<file path="src/rtl/rf_wb_pkg.sv">
// Shared types for the register-file write-back front end.
// Entry and write-port layouts used by rf_wb_queue and rf_write_arbiter.
package rf_wb_pkg;

   localparam int REG_W     = 8;
   localparam int REG_IDX_W = 3;

   typedef struct packed {
      logic                 live;
      logic [REG_IDX_W-1:0] rd;
      logic [REG_W-1:0]     data;
   } wb_entry_t;

   typedef struct packed {
      logic                 we;
      logic [REG_IDX_W-1:0] rd;
      logic [REG_W-1:0]     data;
   } wb_port_t;

endpackage

</file>
<file path="src/rtl/rf_wb_queue.sv">
// In-order load-result queue with kill-by-rd broadcast.
// With WB_QUERY_EN defined it also reports whether a live entry targets query_rs.
module rf_wb_queue
   import rf_wb_pkg::*;
#(
   parameter int DEPTH = 4,
   parameter int AW    = 2
) (
   input  logic                 CLK,
   input  logic                 RST_N,
   input  logic                 push,
   input  logic [REG_IDX_W-1:0] push_rd,
   input  logic [REG_W-1:0]     push_data,
   input  logic                 pop,
   input  logic                 kill_valid,
   input  logic [REG_IDX_W-1:0] kill_rd,
   output logic                 head_live,
   output logic [REG_IDX_W-1:0] head_rd,
   output logic [REG_W-1:0]     head_data,
   output logic                 empty,
   output logic                 full
`ifdef WB_QUERY_EN
   ,
   input  logic [REG_IDX_W-1:0] query_rs,
   output logic                 query_hit
`endif
);

   localparam int CW = AW + 1;
   localparam logic [CW-1:0] FULL_CNT = CW'(DEPTH);

   wb_entry_t     mem [DEPTH];
   wb_entry_t     push_entry;
   logic [AW-1:0] wr_ptr;
   logic [AW-1:0] rd_ptr;
   logic [CW-1:0] count;

   // A load accepted alongside an ALU write to the same register is older, so it lands dead.
   always_comb begin
      push_entry      = '0;
      push_entry.live = !(kill_valid && (push_rd == kill_rd));
      push_entry.rd   = push_rd;
      push_entry.data = push_data;
   end

   always_ff @(posedge CLK or negedge RST_N) begin
      if (!RST_N) begin
         for (int i = 0; i < DEPTH; i++) mem[i] <= '0;
         wr_ptr <= '0;
         rd_ptr <= '0;
         count  <= '0;
      end else begin
         if (kill_valid) begin
            for (int i = 0; i < DEPTH; i++) begin
               if (mem[i].rd == kill_rd) mem[i].live <= 1'b0;
            end
         end
         // Clearing live on pop keeps every unoccupied slot dead, so the query needs no occupancy mask.
         if (pop) begin
            mem[rd_ptr].live <= 1'b0;
            rd_ptr           <= rd_ptr + AW'(1);
         end
         if (push) begin
            mem[wr_ptr] <= push_entry;
            wr_ptr      <= wr_ptr + AW'(1);
         end
         case ({push, pop})
            2'b10:   count <= count + CW'(1);
            2'b01:   count <= count - CW'(1);
            default: count <= count;
         endcase
      end
   end

   assign head_live = mem[rd_ptr].live;
   assign head_rd   = mem[rd_ptr].rd;
   assign head_data = mem[rd_ptr].data;
   assign empty     = (count == '0);
   assign full      = (count == FULL_CNT);

`ifdef WB_QUERY_EN
   always_comb begin
      query_hit = 1'b0;
      for (int i = 0; i < DEPTH; i++) begin
         if (mem[i].live && (mem[i].rd == query_rs)) query_hit = 1'b1;
      end
   end
`endif

endmodule

</file>
<file path="src/rtl/rf_write_arbiter.sv">
// Merges ALU and load results onto the register file's single write port.
// Optional WB_QUERY_EN exposes query_rs/query_hit for pending-load lookups.
module rf_write_arbiter
   import rf_wb_pkg::*;
#(
   parameter int DEPTH = 4,
   parameter int AW    = 2
) (
   input  logic       CLK,
   input  logic       RST_N,
   input  logic       alu_valid,
   input  logic [2:0] alu_rd,
   input  logic [7:0] alu_data,
   input  logic       ld_valid,
   input  logic [2:0] ld_rd,
   input  logic [7:0] ld_data,
   output logic       ld_ready,
   output logic       regWrite,
   output logic [2:0] Rd,
   output logic [7:0] writeValue
`ifdef WB_QUERY_EN
   ,
   input  logic [2:0] query_rs,
   output logic       query_hit
`endif
);

   wb_port_t             wb;
   logic                 pop;
   logic                 bypass;
   logic                 push;
   logic                 q_empty;
   logic                 q_full;
   logic                 head_live;
   logic [REG_IDX_W-1:0] head_rd;
   logic [REG_W-1:0]     head_data;

   // Load handshake: a load transfers on ld_valid && ld_ready (bypass only happens
   // when the queue is empty, where ld_ready is already 1); the producer holds
   // ld_valid/ld_rd/ld_data stable until then. ld_ready depends on registered state only.
   assign ld_ready = !q_full;

   // Priority: ALU, then queue head, then bypass of a load into an empty queue.
   always_comb begin
      wb     = '0;
      pop    = 1'b0;
      bypass = 1'b0;
      if (alu_valid) begin
         wb.we   = 1'b1;
         wb.rd   = alu_rd;
         wb.data = alu_data;
      end else if (!q_empty) begin
         pop = 1'b1;
         if (head_live) begin
            wb.we   = 1'b1;
            wb.rd   = head_rd;
            wb.data = head_data;
         end
      end else if (ld_valid) begin
         bypass  = 1'b1;
         wb.we   = 1'b1;
         wb.rd   = ld_rd;
         wb.data = ld_data;
      end
      if (!RST_N) wb = '0;
   end

   assign push       = ld_valid && ld_ready && !bypass;
   assign regWrite   = wb.we;
   assign Rd         = wb.rd;
   assign writeValue = wb.data;

   rf_wb_queue #(
      .DEPTH (DEPTH),
      .AW    (AW)
   ) u_queue (
      .CLK        (CLK),
      .RST_N      (RST_N),
      .push       (push),
      .push_rd    (ld_rd),
      .push_data  (ld_data),
      .pop        (pop),
      .kill_valid (alu_valid),
      .kill_rd    (alu_rd),
      .head_live  (head_live),
      .head_rd    (head_rd),
      .head_data  (head_data),
      .empty      (q_empty),
      .full       (q_full)
`ifdef WB_QUERY_EN
      ,
      .query_rs   (query_rs),
      .query_hit  (query_hit)
`endif
   );

endmodule

</file>
<file path="config.mk">
export PLATFORM = sky130hd
export DESIGN_NAME = rf_write_arbiter
export DESIGN_NICKNAME = d
export VERILOG_FILES = /design/src/rtl/rf_wb_pkg.sv /design/src/rtl/rf_wb_queue.sv /design/src/rtl/rf_write_arbiter.sv
export SDC_FILE = /design/constraint.sdc
export NUM_CORES = 1
export LEC_CHECK = 0
export BUFFER_PORTS_ARGS = -buffer_cell sky130_fd_sc_hd__buf_2
export CAP_MARGIN = 15
export CORE_ASPECT_RATIO = 0.5
export CORE_MARGIN = 2
export CORE_UTILIZATION = 40
export CTS_BUF_LIST = sky130_fd_sc_hd__clkbuf_8 sky130_fd_sc_hd__clkbuf_16
export DETAILED_ROUTE_END_ITERATION = 10
export PLACE_DENSITY = 0.65
export REMOVE_ABC_BUFFERS = 1
export SLEW_MARGIN = 20
export SYNTH_ARGS = -nofsm -noshare
export SYNTH_HDL_FRONTEND = slang
export SYNTH_SLANG_ARGS = --single-unit
</file>
<file path="constraint.sdc">
create_clock -name CLK -period 2.6 [get_ports CLK]
set_input_delay 0.52 -clock CLK [delete_from_list [all_inputs] [get_ports CLK]]
set_output_delay 0.52 -clock CLK [all_outputs]
set_load 0.02 [all_outputs]
</file>
* After elaboration in Yosys (flattened, before gate mapping)
Index checks and enable logic that the tools add are counted.
** Storage, ports and cells
- Logic and storage cells :: 73
- Bits in registers :: 55
- Input port bits :: 26
- Output and inout bits :: 13
** Operators by class
- Magnitude comparators :: 4
- Bitwise operators :: 2
- Reduce and logical (&&, ||, !) cells :: 10
- Equal/unequal tests :: 8
- $add $sub $neg :: 4
- Muxes and demuxes :: 30
** Operators by type and width (number)
- $mux 12 :: 9
- $bwmux 48 :: 2
- $mux 48 :: 2
- $demux 12 s2 :: 2
- $bmux 12 s2 :: 1
- $eq 3x3->1 :: 5
- $mux 1 :: 13
- $ge 3x3->1 const B :: 2
- $lt 3x1->1 const B :: 2
- $not 2->3 :: 2
- $pmux 3 s2 :: 1
- $logic_and 1x1->1 :: 5
- $add 2x1->2 const B :: 2
- $add 3x1->3 const B :: 1
- $eq 3x3->1 const B :: 1
- $logic_not 1->1 :: 3
- $logic_not 3->1 :: 1
- $sub 3x1->3 const B :: 1
- $eq 2x1->1 const B :: 1
- $eq 2x2->1 const B :: 1
- $reduce_bool 2->1 :: 1

* Longest topological paths before layout
Gate-level depths: netlist of run 1.
- Word-level depth :: 9
- Mapped depth :: 9
- Depth with buffers taken out :: 8

* By module
From an unflattened synthesis of run 1, not the netlist that was laid out.
** Second synthesis, totals
- Cells, all modules :: 248
- Area, all modules :: 3290.7 um^2
** Modules (own cells, without submodules)
- rf_wb_queue :: sequential area each 1376.3 um^2, times used 1, cells an instance 191, area each 2867.8 um^2
- rf_write_arbiter :: sequential area each 0.0 um^2, times used 1, cells an instance 57, area each 422.9 um^2

* Worst setup path after synthesis of run 1
No wires, ideal clock.
- Path type :: input to register
- Start point :: in alu_valid
- End point :: reg u_queue.count[2]
- Data required time :: 2.521 ns
- Path buffers :: 1
- Data arrival time :: 2.197 ns
- Cell stages on the path :: 9
- Path slack :: 0.324 ns
- Setup time :: 0.079 ns
- Cells stage by stage :: buf_6 > nor2b_4 > o31ai_1 > ha_1 > inv_1 > fa_1 > xor2_1 > nor2_1 > xor2_1
** On the way
- Cells in the longest elaborated chain, start to end :: 5
- Elaborated cells between the ends (all ways) :: 8
- Classes of those cells :: 2 x eq/ne; 3 x mux; 3 x reduce/logical
** RTL lines
- start: declaration :: RTL line rf_write_arbiter.sv:11 : input logic alu_valid,
- $mux 1 :: RTL line rf_write_arbiter.sv:48 : if (alu_valid) begin
- $logic_not 1->1 :: RTL line rf_write_arbiter.sv:68 : assign push = ld_valid && ld_ready && !bypass;
- $logic_and 1x1->1 :: RTL line rf_write_arbiter.sv:68
- $eq 2x1->1 or $eq 2x2->1 (tied branches) :: RTL line rf_wb_queue.sv:67 : case ({push, pop})
- $pmux 3 s2 or $reduce_bool 2->1 (tied branches)
- end signal: assignment :: RTL line rf_wb_queue.sv:68 : 2'b10: count <= count + CW'(1);
- end signal: assignment :: RTL line rf_wb_queue.sv:69 : 2'b01: count <= count - CW'(1);
- end signal: assignment :: RTL line rf_wb_queue.sv:70 : default: count <= count;
- end: declaration :: RTL line rf_wb_queue.sv:36 : logic [CW-1:0] count;
Several ways; a longest one is shown, not always the timed one.
A chain may end at the register's enable or synchronous reset.

* Worst setup path in the final report of run 1
- Start point :: reg u_queue.rd_ptr[0]
- End point :: out writeValue[5]
** On the way
- Cells in the longest elaborated chain, start to end :: 8
** RTL lines
- start: declaration :: RTL line rf_wb_queue.sv:35 : logic [AW-1:0] rd_ptr;
- start signal: assignment :: RTL line rf_wb_queue.sv:61 : rd_ptr <= rd_ptr + AW'(1);
- $not 2->3 (implied by the code) :: RTL line rf_wb_queue.sv:75, rf_wb_queue.sv:77
- $bmux 12 s2 :: RTL line rf_wb_queue.sv:75, rf_wb_queue.sv:77
- $mux 12 (implied by the code) (2 in series) :: RTL line rf_wb_queue.sv:75 : assign head_live = mem[rd_ptr].live;
- $mux 12 :: RTL line rf_write_arbiter.sv:54 : if (head_live) begin
- $mux 12 :: RTL line rf_write_arbiter.sv:52 : end else if (!q_empty) begin
- $mux 12 :: RTL line rf_write_arbiter.sv:48
- $mux 12 :: RTL line rf_write_arbiter.sv:65 : if (!RST_N) wb = '0;
- end: declaration :: RTL line rf_write_arbiter.sv:20 : output logic [7:0] writeValue
Every way passes these cells. The select of a mux whose other input is x is not followed.

==> results.py, run 1 <==
metrics = {
    "global_route": {
        "grt_pass1_wl_um": 11540,
        "grt_max_degree": 23,
        "grt.total_usage_pct": 17.95,
        "grt_pass1_vias": 2166,
        "antenna_found_initial": 0,
        "grt-ovfl-total": 0,
    },
    "pwr": {
        "p_leak_uw": 0.001635,
        "switching_share_pct": 35.53,
        "p_int_uw": 2818,
        "clockPowerShare_pct": 15.4,
        "combPwrFrac_pct": 47.1,
        "power.switching_uw": 1553,
        "seqPwrFrac_pct": 37.5,
        "power.density_nw_per_um2": 1181,
        "vdd_ir_drop_max_mv": 0.3299,
    },
    "cells_and_area": {
        "antenna_cells": 0,
        "nets": 321,
        "areaGrowthSynthToFinish_pct": 18.27,
        "drive_above_1_share_pct": 50.00,
        "fillers": 656,
    },
    "floorplan": {
        "dieArea_um2": 8593,
        "io_pins": 39,
        "core_um2": 7460,
        "rows": 22,
        "die_h_um": 66.56,
        "die-width_um": 129.1,
        "start_util_pct": 41.97,
    },
    "cts": {
        "cts_root_buf": "clkbuf_16",
        "clock_latency_ns": 0.30,
        "cts_max_path_buffers": 2,
        "clock-sinks": 55,
        "cts_made_buffers": 5,
        "path_clk_slew_ns": 0.07,
        "tritoncts": "done",
        "htreeDepth": 2,
    },
    "detailed_routing": {
        "drtAntennaViolNets": 0,
        "drc": 0,
        "vias": 2088,
        "drt_first_pass_iters": 4,
        "viasPerCell": 5.299,
        "drt-initial-drc-count": 111,
        "detail_route.wirelength_um": 6903,
        "routedWlPerCell_um": 17.52,
    },
    "sta": {
        "fmax_ghz": 0.4083,
        "fin_skew_ns": 0.005599,
        "period_needed_ns": 2.449,
        "finalSetupViolations": 0,
        "slew_headroom_pct": 68.40,
        "whs_ns": 0.1642,
        "tns_ns": 0,
        "drv_slew": 0,
        "tightest_slew_ns": 0.4730,
        "finalHoldViolCount": 0,
        "rsz0062_at_grt": "no",
        "period_share_pct": 94.19,
    },
    "placed_design": {
        "numPortBuffers": 38,
        "routabilityCongestion": 0.8812,
        "hpwl_um": 4978,
    },
    "synth": {
        "synth_area_per_cell_um2": 13.49,
        "synth.distinct_cells": 31,
        "synth_area_leaders": "dfrtp_1 (44%), mux2_2 (16%), mux4_2 (7.2%), a221oi_2 (4.3%), xnor2_1 (4.2%)",
        "yosysSeqAreaShare_pct": 43.96,
        "synth_ff_type": "dfrtp_1",
        "synth-async-reset-ratio_pct": 100.0,
        "syn_inst": 232,
        "ys_ff_latch": 55,
        "synth.top_cell.area_share_pct": 43.96,
        "yosysMostFrequentCell": "dfrtp_1",
        "synth_edf_count": 0,
        "netlist_area_um2": 3131,
        "yosys.area.top_type": "dfrtp_1",
        "ys.warnings.count": 0,
        "synthTopCellsByCount": "dfrtp_1 (55), mux2_2 (45), nor2_1 (16)",
    },
    "critical_path": {
        "r2r_cells": 9,
        "crit_path_max_fanout": 6,
        "cp-start-kind": "flop",
        "reg2reg_slack_ns": 0.25,
        "cp-end-kind": "primary output",
        "worstReg2RegStart": "u_queue.count[1]",
        "r2r_end": "u_queue.count[2]",
        "cp.arrival_ns": 1.93,
        "crit_type": "reg -> out",
        "required_ns": 2.08,
    },
    "hold_path": {
        "hold_class": "in -> async",
    },
    "status": {
        "status": "complete, no violations",
    },
    "flow_run": {
        "cap_viol_max_count": 0,
    },
}
==> what timing repair did <==
item                                    CTS  global route
hold endpoints to repair                  0             0
gates resized for setup                   0             3
setup buffers                             0             2
endpoints found under the setup margin    0            11
hold buffers                              0             0
==> cell families after synthesis <==
group | count (synthesis) | share of synthesized area, %
XOR/XNOR | 20 | 5.596
AND/OR/NAND/NOR | 32 | 5.276
adder cells (fa/ha/maj) | 10 | 4.237
AO/OA/AOI/OAI | 33 | 10.99
flip-flops | 55 | 43.96
buffers and inverters | 24 | 4.556
multiplexers | 58 | 25.38
==> worst max path at each step <==
stage,start,endpoint,slack (ns),cells past startpoint
floorplan,u_queue.count[1],writeValue[0],0.30,4
global placement,alu_valid,u_queue.count[2],0.36,9
detailed placement,alu_valid,u_queue.count[2],0.28,9
CTS,u_queue.rd_ptr[1],writeValue[1],0.01,5
global route,u_queue.count[1],Rd[0],0.02,6
finish,u_queue.rd_ptr[0],writeValue[5],0.15,5
==> through the flow <==
| stage | util, % | area, um2 | total power [uW] | worst slack, ns | cells |
|---|---|---|---|---|---|
| after floorplan | - | 3018 | 3046 | 0.3011 | 216 |
| after global placement | 47.03 | 3508 | 3554 | 0.3564 | 384 |
| after CTS | 48.98 | 3654 | 4322 | 0.01336 | 392 |
| after detailed placement | 47.03 | 3508 | 3643 | 0.2769 | 384 |
| final | 49.63 | 3702 | 4371 | 0.1510 | 394 |
| after global routing | 49.63 | 3702 | 4678 | 0.02018 | 394 |
==> layer usage <==
metal  part of all wire, %  vias to the layer above  track usage [%]
met5                     0                        -                0
met4                   1.5                        0            6.114
met3                   4.7                        9            3.454
met2                    45                       39            27.89
met1                    48                     1080            25.29
li1                      -                      960                -
==> registers in the layout, indices dropped and copies added, names as in the netlist <==
name	cells
u_queue.wr_ptr	2
u_queue.rd_ptr	2
u_queue.count	3
u_queue.mem	48
==> worst max-delay path: stages (launching register included) <==
cell and delay, ns:
dfrtp_2 0.46, buf_4 0.18, mux4_2 0.51, a221oi_2 0.24, nor2_1 0.07, buf_2 0.16
==> layout by cell type, fill, tap and decap left out, drive strengths merged, types with 2 or more instances in the layout <==
master	count
buf	62
dfrtp	55
mux2	45
nor2	17
xnor2	15
o21ai	12
mux4	12
a221oi	11
inv	10
ha	9
nand2	5
xor2	5
clkbuf	5
nand4	4
a41o	4
o311ai	4
nor2b	2
==> power by group through the flow <==
stage / clock, uW / combinational [uW] / sequential, uW
5_1_grt: 727 / 2260 / 1700
4_1_cts: 687 / 2010 / 1630
6_report: 673 / 2060 / 1640
3_5_place_dp: 0 / 2000 / 1650
3_3_place_gp: 0 / 1940 / 1610
2_1_floorplan: 0 / 1450 / 1600
==> area by class of cell <==
| type | instances | area, um2 | area share (%) |
|---|---|---|---|
| inverters | 8 | 30.03 | 0.8111 |
| repair buffers | 62 | 395.4 | 10.68 |
| multi-input cells | 153 | 1618 | 43.70 |
| clock buffers | 5 | 125.1 | 3.380 |
| clock inverters | 3 | 20.02 | 0.5407 |
| well taps | 108 | 135.1 | 3.650 |
| flip-flops and latches | 55 | 1379 | 37.24 |
Power figures use the tool's default switching activity.
==> run 2, diff against run 1 <==
--- a/config.mk
+++ b/config.mk
@@ -11,8 +11,9 @@
 export CORE_MARGIN = 2
 export CORE_UTILIZATION = 40
 export CTS_BUF_LIST = sky130_fd_sc_hd__clkbuf_8 sky130_fd_sc_hd__clkbuf_16
+export CTS_CLUSTER_DIAMETER = 30
 export DETAILED_ROUTE_END_ITERATION = 10
-export PLACE_DENSITY = 0.65
+export PLACE_DENSITY = 0.67
 export REMOVE_ABC_BUFFERS = 1
 export SLEW_MARGIN = 20
 export SYNTH_ARGS = -nofsm -noshare
==> constraint.sdc (replaced) <==
create_clock -name CLK -period 2.24 [get_ports CLK]
set_input_delay 0.448 -clock CLK [delete_from_list [all_inputs] [get_ports CLK]]
set_output_delay 0.448 -clock CLK [all_outputs]
set_load 0.02 [all_outputs]
==> run 2 against run 1 <==
The flow now finishes with violations (negative setup slack). Total power is 19% higher. Sequential share of layout area decreased by 0.58 points. Register-to-register slack got worse by 0.08 ns. Cell area up 1.6%. Critical path depth unchanged. Die area unchanged. Combinational power grew 25%. Global-route usage up 0.66 points. Clock power up 14%. Clock skew is 0.0018 ns higher. Count of clock-buffer cells in the layout unchanged. Critical endpoint is now Rd[0].
==> results.py, run 2 (synthesized netlist as in run 1, its figures left out) <==
metrics = {
    "status": {
        "status": "finished, violations left",
        "violations": "negative setup slack",
    },
    "sta": {
        "drv_slew": 0,
        "fmax_ghz": 0.4202,
        "rsz0062_at_grt": "yes",
        "fin_skew_ns": 0.007412,
        "finalSetupViolations": 12,
        "slew_headroom_pct": 65.78,
        "fin_ws_ns": -0.1395,
        "period_share_pct": 106.2,
        "tns_ns": -1.286,
        "whs_ns": 0.1200,
        "period_needed_ns": 2.380,
        "finalHoldViolCount": 0,
        "tightest_slew_ns": 0.5133,
    },
    "detailed_routing": {
        "vias": 2148,
        "viasPerCell": 5.370,
        "drt_first_pass_iters": 4,
        "detail_route.wirelength_um": 7314,
        "drc": 0,
        "drtAntennaViolNets": 0,
        "drt-initial-drc-count": 103,
        "routedWlPerCell_um": 18.29,
    },
    "cts": {
        "cts_hold_buf": 0,
        "cts_root_buf": "clkbuf_16",
        "htreeDepth": 2,
        "tritoncts": "done",
        "clock_latency_ns": 0.29,
        "cts_made_buffers": 5,
        "path_clk_slew_ns": 0.07,
        "cts_max_path_buffers": 2,
        "clock-sinks": 55,
    },
    "critical_path": {
        "crit_path_max_fanout": 6,
        "critical_path.max_stage_delay_ns": 0.56,
        "cp-start-kind": "flop",
        "crit_slowest_cell": "mux4_2",
        "crit_type": "reg -> out",
        "cp-end-kind": "primary output",
        "crit_buf_inv": 1,
        "crit_family": "multiplexers",
        "required_ns": 1.79,
        "critical_path.cell_chain": "mux4_2, nor2b_4, a221oi_2, nor2_1, buf_2",
        "cp.arrival_ns": 1.93,
    },
    "pwr": {
        "power.density_nw_per_um2": 1387,
        "vdd_ir_drop_max_mv": 0.4690,
        "power.switching_uw": 1874,
        "clockPowerShare_pct": 14.7,
        "combPwrFrac_pct": 49.5,
        "p_leak_uw": 0.001670,
        "p_int_uw": 3343,
        "total_power_uw": 5217,
        "seqPwrFrac_pct": 35.8,
        "switching_share_pct": 35.92,
    },
    "cells_and_area": {
        "final_cell_mix": "dfrtp_1 (53), mux2_2 (45), buf_2 (37)",
        "regMostFlops": "u_queue.mem",
        "antenna_cells": 0,
        "largest_reg_flops": 48,
        "fillers": 652,
        "final_common_cell": "dfrtp_1",
        "nets": 327,
        "fin_util_pct": 50.42,
        "seq_area_um2": 1379,
        "drive_above_1_share_pct": 52.74,
        "largestRegisters": "u_queue.mem (48), u_queue.count (3)",
        "multi_input_area_um2": 1640,
        "areaGrowthSynthToFinish_pct": 20.14,
    },
    "global_route": {
        "grt_use_met3_pct": 3.133,
        "grt_pass1_wl_um": 11820,
        "met2_usage_pct": 30.72,
        "antenna_found_initial": 0,
        "met1_usage_pct": 25.40,
        "grt_pass1_vias": 2208,
        "grt-ovfl-total": 0,
        "grt-busiest-layer": "met2",
        "grt.total_usage_pct": 18.62,
        "grt_max_degree": 26,
    },
    "hold_path": {
        "hold_class": "in -> async",
    },
    "flow_run": {
        "cap_viol_max_count": 0,
    },
    "floorplan": {
        "rows": 22,
        "dieArea_um2": 8593,
        "start_util_pct": 41.97,
        "die_h_um": 66.56,
        "core_um2": 7460,
        "io_pins": 39,
        "die-width_um": 129.1,
    },
    "placed_design": {
        "numPortBuffers": 38,
        "routabilityCongestion": 0.8771,
        "hpwl_um": 5148,
    },
}
-- run 2: changes by cell type in the layout (fill, tap and decap cells not counted), sizes merged --
cell and delta:
nor2b +1, buf +5, inv -1, clkinvlp -1, clkinv +2
-- run 2: metrics by stage --
stage	instances	setup slack, ns	cell area (um2)
floorplan	216	0.01306	3018
global placement	388	0.06504	3551
detailed placement	388	-0.02574	3551
CTS	399	-0.1778	3751
global route	400	-0.2181	3761
finish	400	-0.1395	3761
-- run 2: final cells by class --
| cell class | count | area share, % |
|---|---|---|
| Tap cell | 108 | 3.593 |
| Multi-Input combinational cell | 154 | 43.61 |
| Timing Repair Buffer | 67 | 11.44 |
| Sequential cell | 55 | 36.66 |
| Clock buffer | 5 | 3.327 |
| Clock inverter | 3 | 0.5655 |
| Inverter | 8 | 0.7984 |
-- run 2: power by group through the flow --
| stage | clock network (uW) | logic (uW) | registers, uW |
|---|---|---|---|
| CTS | 776 | 2570 | 1860 |
| global placement | 0 | 2350 | 1830 |
| global route | 829 | 2790 | 1920 |
| finish | 767 | 2580 | 1870 |
| detailed placement | 0 | 2430 | 1880 |
| floorplan | 0 | 1680 | 1860 |
-- run 2: worst paths after layout --
| path | startpoint | endpoint | slack (ns) | cells after the start |
|---|---|---|---|---|
| max | u_queue.rd_ptr[1] | Rd[0] | -0.14 | 5 |
| min | RST_N | u_queue.mem[37] | 0.12 | 1 |
| max reg2reg | u_queue.count[0] | u_queue.count[2] | 0.17 | 8 |
| min reg2reg | u_queue.mem[43] | u_queue.mem[43] | 0.50 | 1 |
| max in group asynchronous | RST_N | u_queue.mem[20] | 1.49 | 2 |
| min in group CLK | ld_data[7] | u_queue.mem[43] | 0.46 | 2 |
-- run 2: repair_timing --
| action | CTS | global route |
|---|---|---|
| cloned | 1 | 0 |
| setup endpoints to repair | 12 | 13 |
| buffers inserted | 2 | 1 |
| resized for setup | 8 | 3 |
-- run 2: metal layers --
layer,part of all wire (%),vias to the layer above
met5,0,-
met2,47,49
met3,3.9,11
li1,-,982
met4,1.2,0
met1,47,1106
